### config.mk
export PLATFORM = sky130hd
export DESIGN_NAME = uart_pkt_rx
export DESIGN_NICKNAME = d
export VERILOG_FILES = /design/src/rtl/uart_pkt_pkg.sv /design/src/rtl/uart_pkt_timer.sv /design/src/rtl/uart_pkt_rx.sv
export SDC_FILE = /design/constraint.sdc
export NUM_CORES = 1
export LEC_CHECK = 0
export BUFFER_PORTS_ARGS = -buffer_cell sky130_fd_sc_hd__buf_2
export CAP_MARGIN = 20
export CELL_PAD_IN_SITES_DETAIL_PLACEMENT = 1
export CELL_PAD_IN_SITES_GLOBAL_PLACEMENT = 2
export CORE_MARGIN = 10
export CORE_UTILIZATION = 38
export DETAILED_ROUTE_END_ITERATION = 10
export GPL_TIMING_DRIVEN = 0
export PLACE_DENSITY_LB_ADDON = 0.1
export SYNTH_ARGS = -nofsm -noshare
export SYNTH_HDL_FRONTEND = slang
export SYNTH_SLANG_ARGS = --single-unit
export TNS_END_PERCENT = 20
### constraint.sdc
create_clock -name clk -period 6 [get_ports clk]
set_input_delay 0.9 -clock clk [delete_from_list [all_inputs] [get_ports clk]]
set_output_delay 0.9 -clock clk [all_outputs]
set_load 0.005 [all_outputs]
### src/rtl/uart_pkt_pkg.sv
// ============================================================================
// Module   : uart_pkt_pkg
// Brief    : Shared constants and types for the UART packet deframer.
// Revision : 1.0 - initial release
// ============================================================================
`default_nettype none

package uart_pkt_pkg;

    localparam logic [7:0] SOF_DEFAULT = 8'hA5;

    typedef enum logic [1:0] {
        IDLE    = 2'd0,
        LEN     = 2'd1,
        PAYLOAD = 2'd2,
        CHK     = 2'd3
    } state_t;

    localparam logic [1:0] ERR_CHK     = 2'd0;
    localparam logic [1:0] ERR_LEN     = 2'd1;
    localparam logic [1:0] ERR_TIMEOUT = 2'd2;

endpackage

`default_nettype wire

### src/rtl/uart_pkt_timer.sv
// ============================================================================
// Module   : uart_pkt_timer
// Brief    : Clearable inter-byte timeout counter with a combinational expiry strobe.
// Revision : 1.0 - initial release
// ============================================================================
`default_nettype none

module uart_pkt_timer #(
    parameter int TIMEOUT_CYC = 100000
) (
    input  logic clk,
    input  logic rst,
    input  logic i_clear,
    input  logic i_enable,
    output logic o_expire
);

    localparam int c_cnt_w = (TIMEOUT_CYC > 1) ? $clog2(TIMEOUT_CYC) : 1;
    localparam logic [c_cnt_w-1:0] c_last = c_cnt_w'(TIMEOUT_CYC - 1);

    logic [c_cnt_w-1:0] r_cnt_q;
    logic [c_cnt_w-1:0] w_cnt_d;

    // Saturates at the terminal count so a stalled enable cannot wrap around.
    always_comb begin
        w_cnt_d = r_cnt_q;
        if (i_clear) begin
            w_cnt_d = '0;
        end else if (i_enable && (r_cnt_q != c_last)) begin
            w_cnt_d = r_cnt_q + 1'b1;
        end
    end

    always_ff @(posedge clk) begin
        if (!rst) begin
            r_cnt_q <= '0;
        end else begin
            r_cnt_q <= w_cnt_d;
        end
    end

    assign o_expire = i_enable && (r_cnt_q == c_last);

endmodule

`default_nettype wire

### src/rtl/uart_pkt_rx.sv
// ============================================================================
// Module   : uart_pkt_rx
// Brief    : Deframes SOF/LEN/payload/CHK packets from a UART byte stream.
// Revision : 1.0 - initial release
// ============================================================================
`default_nettype none

module uart_pkt_rx
    import uart_pkt_pkg::*;
#(
    parameter logic [7:0] SOF_BYTE    = SOF_DEFAULT,
    parameter int         MAX_LEN     = 16,
    parameter int         TIMEOUT_CYC = 100000
) (
    input  logic       clk,
    input  logic       rst,
    input  logic [7:0] rx_data,
    input  logic       rx_ready,
    output logic [7:0] pay_data,
    output logic       pay_valid,
    output logic       pay_last,
    output logic       pkt_ok,
    output logic       pkt_err,
    output logic [1:0] err_code,
    output logic       busy
);

    localparam logic [7:0] c_max_len = 8'(MAX_LEN);

    state_t     r_state_q,     w_state_d;
    logic       r_rdy_prev_q,  w_rdy_prev_d;
    logic [7:0] r_rem_q,       w_rem_d;
    logic [7:0] r_chk_q,       w_chk_d;
    logic [7:0] r_pay_data_q,  w_pay_data_d;
    logic       r_pay_valid_q, w_pay_valid_d;
    logic       r_pay_last_q,  w_pay_last_d;
    logic       r_pkt_ok_q,    w_pkt_ok_d;
    logic       r_pkt_err_q,   w_pkt_err_d;
    logic [1:0] r_err_code_q,  w_err_code_d;
    logic       r_busy_q,      w_busy_d;

    logic w_accept;
    logic w_expire;

    assign w_accept = rx_ready && !r_rdy_prev_q;

    uart_pkt_timer #(
        .TIMEOUT_CYC (TIMEOUT_CYC)
    ) u_timer (
        .clk      (clk),
        .rst      (rst),
        .i_clear  (w_accept || (r_state_q == IDLE)),
        .i_enable (r_state_q != IDLE),
        .o_expire (w_expire)
    );

    always_comb begin
        w_state_d     = r_state_q;
        w_rdy_prev_d  = rx_ready;
        w_rem_d       = r_rem_q;
        w_chk_d       = r_chk_q;
        w_pay_data_d  = r_pay_data_q;
        w_pay_valid_d = 1'b0;
        w_pay_last_d  = 1'b0;
        w_pkt_ok_d    = 1'b0;
        w_pkt_err_d   = 1'b0;
        w_err_code_d  = r_err_code_q;

        // An accepted byte takes priority over a coincident timeout expiry.
        if (w_accept) begin
            case (r_state_q)
                IDLE: begin
                    if (rx_data == SOF_BYTE) begin
                        w_state_d = LEN;
                    end
                end
                LEN: begin
                    if ((rx_data == 8'd0) || (rx_data > c_max_len)) begin
                        w_pkt_err_d  = 1'b1;
                        w_err_code_d = ERR_LEN;
                        w_state_d    = IDLE;
                    end else begin
                        w_rem_d   = rx_data;
                        w_chk_d   = rx_data;
                        w_state_d = PAYLOAD;
                    end
                end
                PAYLOAD: begin
                    w_pay_valid_d = 1'b1;
                    w_pay_data_d  = rx_data;
                    w_chk_d       = r_chk_q ^ rx_data;
                    w_rem_d       = r_rem_q - 8'd1;
                    if (r_rem_q == 8'd1) begin
                        w_pay_last_d = 1'b1;
                        w_state_d    = CHK;
                    end
                end
                CHK: begin
                    if (rx_data == r_chk_q) begin
                        w_pkt_ok_d = 1'b1;
                    end else begin
                        w_pkt_err_d  = 1'b1;
                        w_err_code_d = ERR_CHK;
                    end
                    w_state_d = IDLE;
                end
                default: w_state_d = IDLE;
            endcase
        end else if (w_expire) begin
            w_pkt_err_d  = 1'b1;
            w_err_code_d = ERR_TIMEOUT;
            w_state_d    = IDLE;
        end

        w_busy_d = (w_state_d != IDLE);
    end

    // The edge history resets high so a strobe held through reset is not a byte.
    always_ff @(posedge clk) begin
        if (!rst) begin
            r_state_q     <= IDLE;
            r_rdy_prev_q  <= 1'b1;
            r_rem_q       <= 8'd0;
            r_chk_q       <= 8'd0;
            r_pay_data_q  <= 8'd0;
            r_pay_valid_q <= 1'b0;
            r_pay_last_q  <= 1'b0;
            r_pkt_ok_q    <= 1'b0;
            r_pkt_err_q   <= 1'b0;
            r_err_code_q  <= 2'd0;
            r_busy_q      <= 1'b0;
        end else begin
            r_state_q     <= w_state_d;
            r_rdy_prev_q  <= w_rdy_prev_d;
            r_rem_q       <= w_rem_d;
            r_chk_q       <= w_chk_d;
            r_pay_data_q  <= w_pay_data_d;
            r_pay_valid_q <= w_pay_valid_d;
            r_pay_last_q  <= w_pay_last_d;
            r_pkt_ok_q    <= w_pkt_ok_d;
            r_pkt_err_q   <= w_pkt_err_d;
            r_err_code_q  <= w_err_code_d;
            r_busy_q      <= w_busy_d;
        end
    end

    assign pay_data  = r_pay_data_q;
    assign pay_valid = r_pay_valid_q;
    assign pay_last  = r_pay_last_q;
    assign pkt_ok    = r_pkt_ok_q;
    assign pkt_err   = r_pkt_err_q;
    assign err_code  = r_err_code_q;
    assign busy      = r_busy_q;

endmodule

`default_nettype wire

==> metrics.txt, run 1 <==
status=completed; startpoint types=flip-flop; min cycle time layout=2413 ps; Net count, final=346; die width=101.3 um; Post-Syn Area per Cell=8.269 um2; synthesis-to-layout area growth=12.59%; Inserted Diodes=0; layout cell share with drive strength beyond 1=0.1081; Die Height=101.3 um; Crit path largest cell delay=590 ps; Clock Sinks=51; H-tree levels=2; vias post-DR=2,151; Post-synth EDFFs=0; grt total ovfl=0; First-pass DRT Iterations=4; Die Area=0.01027 mm2; Cell Area, Synth=0.002514 mm2; Core Rows=29; CTS tree=yes; cells along the critical path=clkbuf_1, nand4bb_1, or4_1, nor3_1, a211o_1, nand3b_1; most frequent cells in the layout=dfxtp_1, nand2_1, nor2_1, buf_2; CTS root buf=clkbuf_8; Seq/Total Area, Yosys=0.4062; critical path required time=6250 ps; Setup CP Type=flip-flop to flip-flop; distinct cell type count after synthesis=39; commonest non-fill, non-tap cell in the layout=dfxtp_1; global-route usage over all layers=0.1274; Post-Layout Cell Count=410; first-pass GRT wire length=10.74 mm; Worst-path clk slew=100 ps; crit share post-route=0.4022; hold_buf cts=0; Slew headroom=0.5280; CTS Buffer Depth=2; Arr. time, crit path=2670 ps; LEAKAGE=1.087 nW; Hold Crit Class=flip-flop to flip-flop; RSZ-0062 raised after global routing=no; Crit Path Max Fanout=9; ys async rst share=0; vias in the first global route=2,170; cts bufs inserted=5; met3 Usage GRT=0.02791; final setup fails=0; DRC=0; final wirelength=6.285 mm; VDD IR-drop max=0.0001018 V; drt wl/cell=15.33 um; CP Capture Type=flip-flop; starting density of the core=0.3936; Slew @ Worst Pin=702.6 ps; Iter 0 DRT Violations=76; met2 usage=0.1807; final hold vios=0; Clock Latency Late Sink=310 ps; fmax=414.4 MHz; antenna-violating nets left=0; Main synth FF type=dfxtp_1; Placed Cells=402; DP Wirelength=4.744 mm; number of vias per cell=5.246; Maximum Capacitance Violations=0; grt peak-use layer=met1; largest net degree at the start of global routing=18; Clock Skew=12.71 ps; Core Region=0.006386 mm2; setup repair bufs after CTS=0; Gate Count Post-Synth=304; CP max stage cell=or4_1; initial antenna violation count=0; Setup TNS=0 ps; Synthesized Nets=318; met1 global-route usage=0.1835; Synth Register Bits=51; Pins Over Slew Limit=0; Ys Warns=0; post_cts resized=0; Ports=26; Placer Congestion=0.7727; pwr dens=216.7 mW/mm2; Buffers on Ports=21
[sequential cells by signal, summed over array words and instances (netlist names)]
register,flops
u_timer.r_cnt_q,17
pay_data,8
r_chk_q,8
r_rem_q,8
err_code,2
r_state_q,2
busy,1
pay_last,1
pay_valid,1
pkt_err,1
pkt_ok,1
r_rdy_prev_q,1
[critical path, delay by kind of cell, from the launching register on]
family	cells	cell delay [ps]
buffers and inverters	1	340
DFF	1	320
and+or+nand+nor	4	1530
AOI/OAI and AO/OA	1	160
[cell type report]
| class | count | area [um2] |
|---|---|---|
| fillers | 791 | 3556 |
| multi-input cells | 232 | 1413 |
| flip-flops and latches | 51 | 1021 |
| repair buffers | 21 | 105.1 |
| well taps | 77 | 96.34 |
| plain buffers | 19 | 72.57 |
| clock buffers | 5 | 68.82 |
| clock inverters | 3 | 46.29 |
| inverters | 2 | 7.507 |
[per-layer routing]
metal | share of wire | up-vias | routed length, um
met4 | 0.013 | 0 | 80
met3 | 0.042 | 5 | 266
met5 | 0 | - | 0
met1 | 0.53 | 1014 | 3332
met2 | 0.41 | 28 | 2604
li1 | - | 1104 | -
[stage by stage]
| step | area, um2 | power (mW) | utilization | setup WS (ps) | hold WS, ps |
|---|---|---|---|---|---|
| after floorplan | 2514 | 0.3630 | - | 3644 | 424.5 |
| after global placement | 2715 | 0.3726 | 0.4252 | 3318 | 449.8 |
| after detailed placement | 2715 | 0.3727 | 0.4252 | 3287 | 462.6 |
| after CTS | 2830 | 0.6254 | 0.4432 | 3560 | 478.1 |
| after global routing | 2830 | 0.6439 | 0.4432 | 3388 | 496.1 |
| final | 2830 | 0.6132 | 0.4432 | 3587 | 472.0 |
[cell usage after synthesis (2+ instances only)]
master / count / area [um2]
mux2i_1: 6 / 60.06
nor3_1: 9 / 45.04
nand4_1: 6 / 37.54
a21oi_1: 11 / 55.05
or4_1: 3 / 22.52
a22oi_1: 3 / 22.52
nor2b_1: 4 / 25.02
ha_1: 3 / 37.54
nand2b_1: 8 / 50.05
nand3b_1: 3 / 22.52
and2_1: 7 / 43.79
o21a_1: 6 / 45.04
nor4b_1: 3 / 26.28
dfxtp_1: 51 / 1021
o31ai_1: 2 / 15.01
xnor2_1: 8 / 70.07
nor3b_1: 2 / 15.01
clkbuf_1: 17 / 63.81
o21ai_0: 14 / 70.07
nand2_1: 40 / 150.1
and3_1: 6 / 37.54
nor4_1: 5 / 31.28
nor2_1: 32 / 120.1
nand4b_1: 3 / 26.28
inv_1: 2 / 7.510
nand3_1: 12 / 60.06
xor2_1: 17 / 148.9
a21boi_0: 7 / 52.55
or2_2: 2 / 12.51
o2111ai_1: 2 / 17.52
or4b_4: 2 / 27.53
[report_power, final]
| part | total (mW) | switching [mW] | leakage [nW] | internal, mW |
|---|---|---|---|---|
| Clock | 0.248 | 0.123 | 0.0548 | 0.126 |
| Sequential | 0.339 | 0.000515 | 0.411 | 0.339 |
| Combinational | 0.0254 | 0.0168 | 0.621 | 0.00866 |
| Total | 0.613 | 0.140 | 1.09 | 0.473 |
[cells by family (layout without fill, tap and decap cells)]
| logic type | after synthesis | after routing | share of synthesized area |
|---|---|---|---|
| AO/OA/AOI/OAI | 48 | 48 | 0.1210 |
| XOR/XNOR | 25 | 25 | 0.08711 |
| adder cells (fa/ha/maj) | 3 | 3 | 0.01493 |
| buffers and inverters | 21 | 50 | 0.03185 |
| flip-flops | 51 | 51 | 0.4062 |
| multiplexers | 6 | 6 | 0.02389 |
| AND/OR/NAND/NOR | 150 | 150 | 0.3151 |
[worst paths after layout]
path | from | endpoint | slack [ps] | depth (start not counted)
setup / recovery | r_state_q[1] | busy | 3590 | 6
hold / removal | pay_data[3] | pay_data[3] | 470 | 2
setup reg to reg | r_state_q[1] | busy | 3590 | 6
hold reg to reg | pay_data[3] | pay_data[3] | 470 | 2
No activity file was read; power rests on OpenSTA's default activity.
==> run 2, diff against run 1 <==
--- a/config.mk
+++ b/config.mk
@@ -5,12 +5,13 @@
 export SDC_FILE = /design/constraint.sdc
 export NUM_CORES = 1
 export LEC_CHECK = 0
+export ABC_AREA = 1
 export BUFFER_PORTS_ARGS = -buffer_cell sky130_fd_sc_hd__buf_2
 export CAP_MARGIN = 20
 export CELL_PAD_IN_SITES_DETAIL_PLACEMENT = 1
 export CELL_PAD_IN_SITES_GLOBAL_PLACEMENT = 2
 export CORE_MARGIN = 10
-export CORE_UTILIZATION = 38
+export CORE_UTILIZATION = 29
 export DETAILED_ROUTE_END_ITERATION = 10
 export GPL_TIMING_DRIVEN = 0
 export PLACE_DENSITY_LB_ADDON = 0.1
==> constraint.sdc (replaced) <==
create_clock -name clk -period 2.1 [get_ports clk]
set_input_delay 0.315 -clock clk [delete_from_list [all_inputs] [get_ports clk]]
set_output_delay 0.315 -clock clk [all_outputs]
set_load 0.005 [all_outputs]
==> run 2 against run 1 <==
Compared with the run above:
- via count grew 18%
- fmax rose by 33%
- final cell count increased by 32%
- critical path depth increased by 1
- die area rose by 30%
- register-to-register slack got worse by 3300 ps
- global-route usage is 0.19 points lower
- cell area increased by 6.5%
- first-iteration DRC count grew 20%
- synthesized area is 5.6% higher
- synthesized cell count rose by 32%
==> metrics.txt, run 2 <==
Gate Count Post-Synth=400; Post-Syn Area per Cell=6.634 um2; RSZ-0062 raised after global routing=no; starting density of the core=0.3014; Synth Register Bits=51; top-area cell type share of the netlist area=0.3847; final hold vios=0; most frequent cells in the layout=nand2_1, dfxtp_1, inv_1, nor2_1; vias post-DR=2,535; Hold Crit Class=input port to flip-flop; Arr. time, crit path=2050 ps; H-tree levels=2; pwr dens=562.5 mW/mm2; Maximum Capacitance Violations=0; final worst slack=284.6 ps; Inserted Diodes=0; DP Wirelength=6.236 mm; commonest non-fill, non-tap cell in the layout=nand2_1; hold_buf cts=0; Main synth FF type=dfxtp_1; synth cell count leaders=nand2_1, dfxtp_1, inv_1; Clock Sinks=51; largest net degree at the start of global routing=15; status=completed; first-pass GRT wire length=13.49 mm; post_cts resized=0; Slew headroom=0.6493; Iter 0 DRT Violations=91; CTS root buf=clkbuf_8; ys async rst share=0; fmax=550.8 MHz; Setup CP Type=flip-flop to flip-flop; Largest register FFs=17; Clock Skew=6.415 ps; setup repair bufs after CTS=0; layout cell share with drive strength beyond 1=0.1293; Ports=26; Pins Over Slew Limit=0; Setup TNS=0 ps; Synthesized Nets=414; crit share post-route=0.8645; initial antenna violation count=0; Net count, final=446; Post-synth EDFFs=0; DRC=0; CP Capture Type=flip-flop; grt total ovfl=0; Setup WS pre-CTS=312.2 ps; top-count cell post-synth=nand2_1; antenna-violating nets left=0; final setup fails=0; Die Area=0.01338 mm2; distinct cell type count after synthesis=32; final wirelength=7.802 mm; Cell Area, Synth=0.002654 mm2; met3 WL=271 um; M1 wire length=4.326 mm; startpoint types=flip-flop; cts bufs inserted=5; Clock Latency Late Sink=310 ps; VDD IR-drop max=0.0002324 V; Placer Congestion=0.7782; Crit Path Max Fanout=4; critical path required time=2340 ps; global-route usage over all layers=0.1255; Ys Warns=0; Seq/Total Area, Yosys=0.3847; Highest Signal Layer=met4; synthesis-to-layout area growth=13.58%; CTS Buffer Depth=2; First-pass DRT Iterations=4; vias in the first global route=2,662; synth top area cells=dfxtp_1, nand2_1, inv_1, a21oi_1, o21ai_0; drt wl/cell=14.42 um; most flop-heavy register=u_timer.r_cnt_q; cell accounting for the most synthesized area=dfxtp_1; die width=115.7 um; Slew @ Worst Pin=526.1 ps; Worst-path clk slew=90 ps; LEAKAGE=1.329 nW; WL met2=3.147 mm; Buffers on Ports=25; CTS tree=yes; min cycle time layout=1815 ps; number of vias per cell=4.686; Core Region=0.008806 mm2; Core Rows=34; Die Height=115.7 um
==> run 2: path summary, 6_finish.rpt <==
| kind | from | slack, ps | end | cells after the start |
|---|---|---|---|---|
| setup / recovery | u_timer.r_cnt_q[0] | 280 | u_timer.r_cnt_q[16] | 7 |
| hold / removal | rx_ready | 220 | r_rdy_prev_q | 2 |
| setup reg to reg | u_timer.r_cnt_q[0] | 280 | u_timer.r_cnt_q[16] | 7 |
| hold reg to reg | r_chk_q[0] | 480 | r_chk_q[0] | 2 |
==> run 2: power breakdown <==
group	internal (mW)	switching (mW)
Combinational	0.0277	0.0594
Clock	0.302	0.336
Sequential	0.970	0.00144
==> run 2: metrics by stage <==
step / util / hold WS [ps] / cells / area (um2) / total power, mW
global placement: 0.3309 / 455.6 / 533 / 2914 / 1.082
finish: 0.3423 / 222.0 / 541 / 3014 / 1.696
global route: 0.3423 / 231.0 / 541 / 3014 / 1.778
detailed placement: 0.3309 / 469.5 / 533 / 2914 / 1.083
CTS: 0.3423 / 212.2 / 541 / 3014 / 1.734
floorplan: - / 421.6 / 400 / 2654 / 1.042
==> run 2: cell type report <==
class / count / area, um2
fill: 1152 / 5792
multi-input combinational: 283 / 1348
sequential: 51 / 1021
inverter: 55 / 206.4
tap: 108 / 135.1
timing repair buffer: 25 / 125.1
clock buffer: 8 / 100.1
buffer: 11 / 78.83
==> run 2: kinds of logic (layout without fill, tap and decap cells) <==
kind of cell,Yosys count,after routing,synth area share
AO/OA/AOI/OAI,77,77,0.1480
XOR/XNOR,9,9,0.02970
adder cells (fa/ha/maj),3,3,0.01415
buffers and inverters,66,99,0.1075
flip-flops,51,51,0.3847
AND/OR/NAND/NOR,194,194,0.3159
==> run 2: critical path: stages (launching register included) <==
cell	delay, ps
dfxtp_1	380
ha_1	230
nand3_1	170
nor3_1	440
nand2_1	170
xnor2_1	170
nand2_1	60
a21oi_1	120
==> run 2: metal layers <==
layer / global-route usage / vias up
met1: 0.1848 / 1163
li1: - / 1343
met2: 0.1819 / 25
met4: 0.02502 / 0
met3: 0.02791 / 4
met5: 0 / -
